**src/rtl/wb_regfile.sv**
```systemverilog
// Writeback-stage architectural state: GPR file with same-cycle write bypass,
// HI/LO pair, LLbit, and a one-cycle-delayed commit trace for difftest.
module wb_regfile #(
    parameter int REG_NUM = 32,
    parameter int ADDR_W  = 5,
    parameter int DATA_W  = 32
) (
    input  logic              clk,
    input  logic              rst,

    input  logic              we,
    input  logic [ADDR_W-1:0] waddr,
    input  logic [DATA_W-1:0] wdata,

    input  logic              re1,
    input  logic [ADDR_W-1:0] raddr1,
    output logic [DATA_W-1:0] rdata1,
    input  logic              re2,
    input  logic [ADDR_W-1:0] raddr2,
    output logic [DATA_W-1:0] rdata2,

    input  logic              whilo,
    input  logic [DATA_W-1:0] hi_i,
    input  logic [DATA_W-1:0] lo_i,
    output logic [DATA_W-1:0] hi_o,
    output logic [DATA_W-1:0] lo_o,

    input  logic              llbit_we,
    input  logic              llbit_value,
    input  logic              flush,
    output logic              llbit_o,

    input  logic [DATA_W-1:0] wb_pc,
    output logic [DATA_W-1:0] debug_wb_pc,
    output logic [3:0]        debug_wb_rf_wen,
    output logic [ADDR_W-1:0] debug_wb_rf_wnum,
    output logic [DATA_W-1:0] debug_wb_rf_wdata,

    output logic [31:0]       wr_cnt
);

    logic [DATA_W-1:0] r_gpr [REG_NUM];
    logic [DATA_W-1:0] r_hi;
    logic [DATA_W-1:0] r_lo;
    logic              r_llbit;
    logic [DATA_W-1:0] r_tr_pc;
    logic [3:0]        r_tr_wen;
    logic [ADDR_W-1:0] r_tr_wnum;
    logic [DATA_W-1:0] r_tr_wdata;
    logic [31:0]       r_wr_cnt;

    // Writes to r0 are dropped entirely: no state change, no trace, no count.
    logic w_commit;
    assign w_commit = we && (waddr != '0);

    always_ff @(posedge clk or posedge rst) begin
        if (rst) begin
            for (int i = 0; i < REG_NUM; i++) begin
                r_gpr[i] <= '0;
            end
        end else if (w_commit) begin
            r_gpr[waddr] <= wdata;
        end
    end

    always_ff @(posedge clk or posedge rst) begin
        if (rst) begin
            r_hi <= '0;
            r_lo <= '0;
        end else if (whilo) begin
            r_hi <= hi_i;
            r_lo <= lo_i;
        end
    end

    always_ff @(posedge clk or posedge rst) begin
        if (rst) begin
            r_llbit <= 1'b0;
        end else if (flush) begin
            r_llbit <= 1'b0;
        end else if (llbit_we) begin
            r_llbit <= llbit_value;
        end
    end

    always_ff @(posedge clk or posedge rst) begin
        if (rst) begin
            r_tr_pc    <= '0;
            r_tr_wen   <= '0;
            r_tr_wnum  <= '0;
            r_tr_wdata <= '0;
            r_wr_cnt   <= '0;
        end else begin
            r_tr_pc    <= wb_pc;
            r_tr_wen   <= {4{w_commit}};
            r_tr_wnum  <= waddr;
            r_tr_wdata <= wdata;
            if (w_commit) begin
                r_wr_cnt <= r_wr_cnt + 32'd1;
            end
        end
    end

    // Bypass lets decode see a WB write in the same cycle it commits.
    always_comb begin
        rdata1 = '0;
        if (raddr1 == '0) begin
            rdata1 = '0;
        end else if (!re1) begin
            rdata1 = '0;
        end else if (we && (waddr == raddr1)) begin
            rdata1 = wdata;
        end else begin
            rdata1 = r_gpr[raddr1];
        end
    end

    always_comb begin
        rdata2 = '0;
        if (raddr2 == '0) begin
            rdata2 = '0;
        end else if (!re2) begin
            rdata2 = '0;
        end else if (we && (waddr == raddr2)) begin
            rdata2 = wdata;
        end else begin
            rdata2 = r_gpr[raddr2];
        end
    end

    always_comb begin
        llbit_o = r_llbit;
        if (flush) begin
            llbit_o = 1'b0;
        end else if (llbit_we) begin
            llbit_o = llbit_value;
        end
    end

    assign hi_o              = r_hi;
    assign lo_o              = r_lo;
    assign debug_wb_pc       = r_tr_pc;
    assign debug_wb_rf_wen   = r_tr_wen;
    assign debug_wb_rf_wnum  = r_tr_wnum;
    assign debug_wb_rf_wdata = r_tr_wdata;
    assign wr_cnt            = r_wr_cnt;

endmodule

```
**config.mk**
```make
export PLATFORM = sky130hd
export DESIGN_NAME = wb_regfile
export DESIGN_NICKNAME = d
export VERILOG_FILES = /design/src/rtl/wb_regfile.sv
export SDC_FILE = /design/constraint.sdc
export NUM_CORES = 2
export LEC_CHECK = 0
export CAP_MARGIN = 20
export CORE_MARGIN = 5
export CORE_UTILIZATION = 35
export CTS_CLUSTER_SIZE = 8
export DETAILED_ROUTE_END_ITERATION = 16
export HOLD_SLACK_MARGIN = 0.06
export SYNTH_ARGS = -nofsm -noshare
export SYNTH_HDL_FRONTEND = slang
export SYNTH_SLANG_ARGS = --single-unit
```
**constraint.sdc**
```tcl
create_clock -name clk -period 47.1 [get_ports clk]
set_clock_uncertainty 0.15 [all_clocks]
set_input_delay 4.71 -clock clk [delete_from_list [all_inputs] [get_ports clk]]
set_output_delay 4.71 -clock clk [all_outputs]
set_load 0.02 [all_outputs]
```
==> impl_metrics.tcl <==
set metrics [dict create \
    h-tree-depth 4 \
    drtIter0Drc 3552 \
    grt_max_degree 171 \
    synth.net_count 4470 \
    wl_um 205000 \
    setup_violations 0 \
    drv_cap 0 \
    grt_pass1_wl_um 300000 \
    first_pass_iters 5 \
    cts_hold_buf 0 \
    reg2reg_from "wr_cnt[8]$_DFFE_PP0P_" \
    p_comb_share_pct 19.3 \
    post_cts_buffers 0 \
    ys_ff_latch 1191 \
    irDropWorstVdd_uv 41.7 \
    cts_buffers 170 \
    wl_per_cell_um 29.7 \
    min_path_type "register to register" \
    cp.arrival_ns 9.84 \
    clk_path_buf_depth 3 \
    initial_core_util_pct 35.2 \
    via_per_inst 5.91 \
    grt_pass1_vias 42400 \
    crit_path_max_fanout 54 \
    startpoint_type "input pin" \
    regArea_um2 29800 \
    tightestPinTransition_ns 1.17 \
    ys_seq_area_share_pct 48.8 \
    io_pins 386 \
    worstReg2RegEnd "wr_cnt[31]$_DFFE_PP0P_" \
    instances_no_fill 6884 \
    drc 0 \
    hold_viol_final 0 \
    timing.fmax_mhz 68.0 \
    intPower_mw 2.20 \
    area_growth_syn_to_layout_pct 17.2 \
    ff2ff_setup_slack_ns 44.89 \
    dieWidth_um 428 \
    netSwitchingPower_uw 843 \
    antenna_left 0 \
    rsz0062_at_grt "no" \
    avgSynthCellArea_um2 14.1 \
    leakage_nw 30.8 \
    slew_headroom_pct 22.0 \
    grt.overflow.total 0 \
    antenna_cells 0 \
    synth_enable_flop_cells 0 \
    outcome "finished clean" \
    p_clk_share_pct 36.9 \
    synth_warnings 0 \
    clkSinkCount 1191 \
    synth_cell_types 46 \
    cts_root_buffer "clkbuf_16" \
    synth-main-ff-cell "dfrtp_1" \
    nets 4686 \
    swShare_pct 27.7 \
    ys_async_sr_fraction_pct 100 \
    sequentialPowerShare_pct 43.8 \
    die-area_um2 183000 \
    r2r_cells 5 \
    grtUsageTotal_pct 22.2 \
    vias 40700 \
    synthCells 4317 \
    nFillCells 16100 \
    dpl.cell_count 6684 \
    min_period_over_period_pct 31.2 \
    synth_area_um2 61100 \
    drive_above_1_share_pct 40.1 \
    antenna_found_initial 0 \
    cts_tree "done" \
    port_buffers 385 \
    gp_congestion 0.796 \
    clk_pin_slew_ns 0.05 \
    criticalPathCategory "input pin to output port" \
    crit_path_end_kind "output port" \
    multi_input_area_um2 29200 \
    insertion_delay_ns 0.81 \
    min_period_ns 14.70 \
    core_um2 174000 \
    slew_viol_final 0 \
    rows 153 \
    power.density_nw_per_um2 42.5 \
    die_h_um 428 \
    setup_tns_ns 0 \
    cp-startpoint "raddr2[0]" \
    endpoint "rdata2[30]" \
    critPathRequiredTime_ns 42.24 \
    dpl.hpwl_um 116000 \
    ctsResizeCount 0 \
]
[layout make-up]
class	count	share of cell area [%]
flip-flops and latches	1191	41.6
clock inverters	19	0.423
multi-input cells	2649	40.8
inverters	5	0.0367
clock buffers	179	6.08
well taps	2325	4.06
repair buffers	516	6.95
[synth_stat cells, types with 11 or more instances]
library cell	number	area, µm²
a22oi_1	54	405
o221a_2	54	608
nand2_1	36	135
buf_1	24	90.1
mux4_2	320	7210
nand4_1	20	125
dfrtp_1	1191	29800
a21oi_1	15	75.1
buf_2	134	671
buf_4	54	405
o22ai_1	167	1040
nor2_1	27	101
nand3_1	64	320
clkbuf_1	247	927
nor2b_1	71	444
mux2i_1	426	4260
mux2_2	1068	12000
xor2_1	20	175
o21ai_0	68	340
xnor2_1	21	184
nor3_1	66	330
a211oi_1	58	435
buf_6	11	124
o221ai_1	25	219
[sequential cells by signal, summed over array words and instances, names as in the netlist]
name and cells:
debug_wb_rf_wen 1, debug_wb_pc 32, debug_wb_rf_wnum 5, debug_wb_rf_wdata 32, r_gpr 1024, r_llbit 1, wr_cnt 32, hi_o 32
lo_o 32
[power groups by stage]
stage	clock (mW)	sequential, mW	combinational (mW)
finish	1.12	1.33	0.588
global route	1.19	1.35	0.630
CTS	1.15	1.33	0.590
detailed placement	0	1.34	0.588
global placement	0	1.33	0.578
floorplan	0	1.32	0.423
[logic make-up after synthesis]
logic type                 synth area share, %
muxes                                     38.5
DFF                                       48.8
xor gates and xnor gates                 0.588
AOI/OAI and AO/OA                         5.46
adders and majority gates               0.0205
and+or+nand+nor                           2.92
buffers and inverters                     3.71
[worst min-delay path by stage]
| stage | startpoint | end | slack (ns) | cells after the start |
|---|---|---|---|---|
| global route | r_gpr[1010]$_DFFE_PP0P_ | r_gpr[1010]$_DFFE_PP0P_ | 0.25 | 0 |
| detailed placement | r_gpr[1021]$_DFFE_PP0P_ | r_gpr[1021]$_DFFE_PP0P_ | 0.23 | 0 |
| global placement | r_gpr[995]$_DFFE_PP0P_ | r_gpr[995]$_DFFE_PP0P_ | 0.23 | 0 |
| finish | r_gpr[1021]$_DFFE_PP0P_ | r_gpr[1021]$_DFFE_PP0P_ | 0.24 | 0 |
| CTS | r_gpr[998]$_DFFE_PP0P_ | r_gpr[998]$_DFFE_PP0P_ | 0.24 | 0 |
| floorplan | r_gpr[1000]$_DFFE_PP0P_ | r_gpr[1000]$_DFFE_PP0P_ | 0.29 | 1 |
[worst max-delay path, cell delays in order]
cell and delay, ns:
buf_8 0.43, buf_4 0.82, buf_4 0.86, buf_4 0.77, mux4_2 0.35, nor2b_1 0.14, nor3_1 0.06, a211o_1 0.31
a41oi_1 0.48, clkdlybuf4s50_1 0.72
[metal layers]
layer / GRT usage (%) / up-vias / wire, µm
met5: 0 / - / 0
met4: 9.16 / 0 / 8860
met3: 3.92 / 435 / 12900
met2: 36.7 / 1547 / 99300
met1: 28.8 / 21900 / 83500
li1: - / 16800 / -
[layout by cell type (no fill, tap or decap), types with 20 or more instances in the layout]
master,n
dfrtp_1,1191
mux2_2,1068
mux2i_1,426
clkdlybuf4s50_1,374
mux4_2,320
clkbuf_16,172
o22ai_1,167
buf_4,121
o21ai_0,68
nor2b_1,68
nor3_1,66
nand3_1,63
a211oi_1,58
a22oi_1,54
o221a_2,54
o221ai_1,25
xnor2_1,21
xor2_1,20
nand4_1,20
[through the flow]
stage | cell area (µm²) | power [mW] | setup slack, ns | utilization (%) | hold WS [ns]
2_1_floorplan | 61100 | 1.75 | 8.69 | - | 0.291
5_1_grt | 71600 | 3.17 | 32.21 | 41.2 | 0.254
6_report | 71600 | 3.04 | 32.40 | 41.2 | 0.239
3_5_place_dp | 66900 | 1.93 | 32.40 | 38.5 | 0.232
4_1_cts | 71500 | 3.07 | 32.39 | 41.2 | 0.244
3_3_place_gp | 66800 | 1.91 | 32.34 | 38.5 | 0.226
Power figures use the tool's default switching activity.
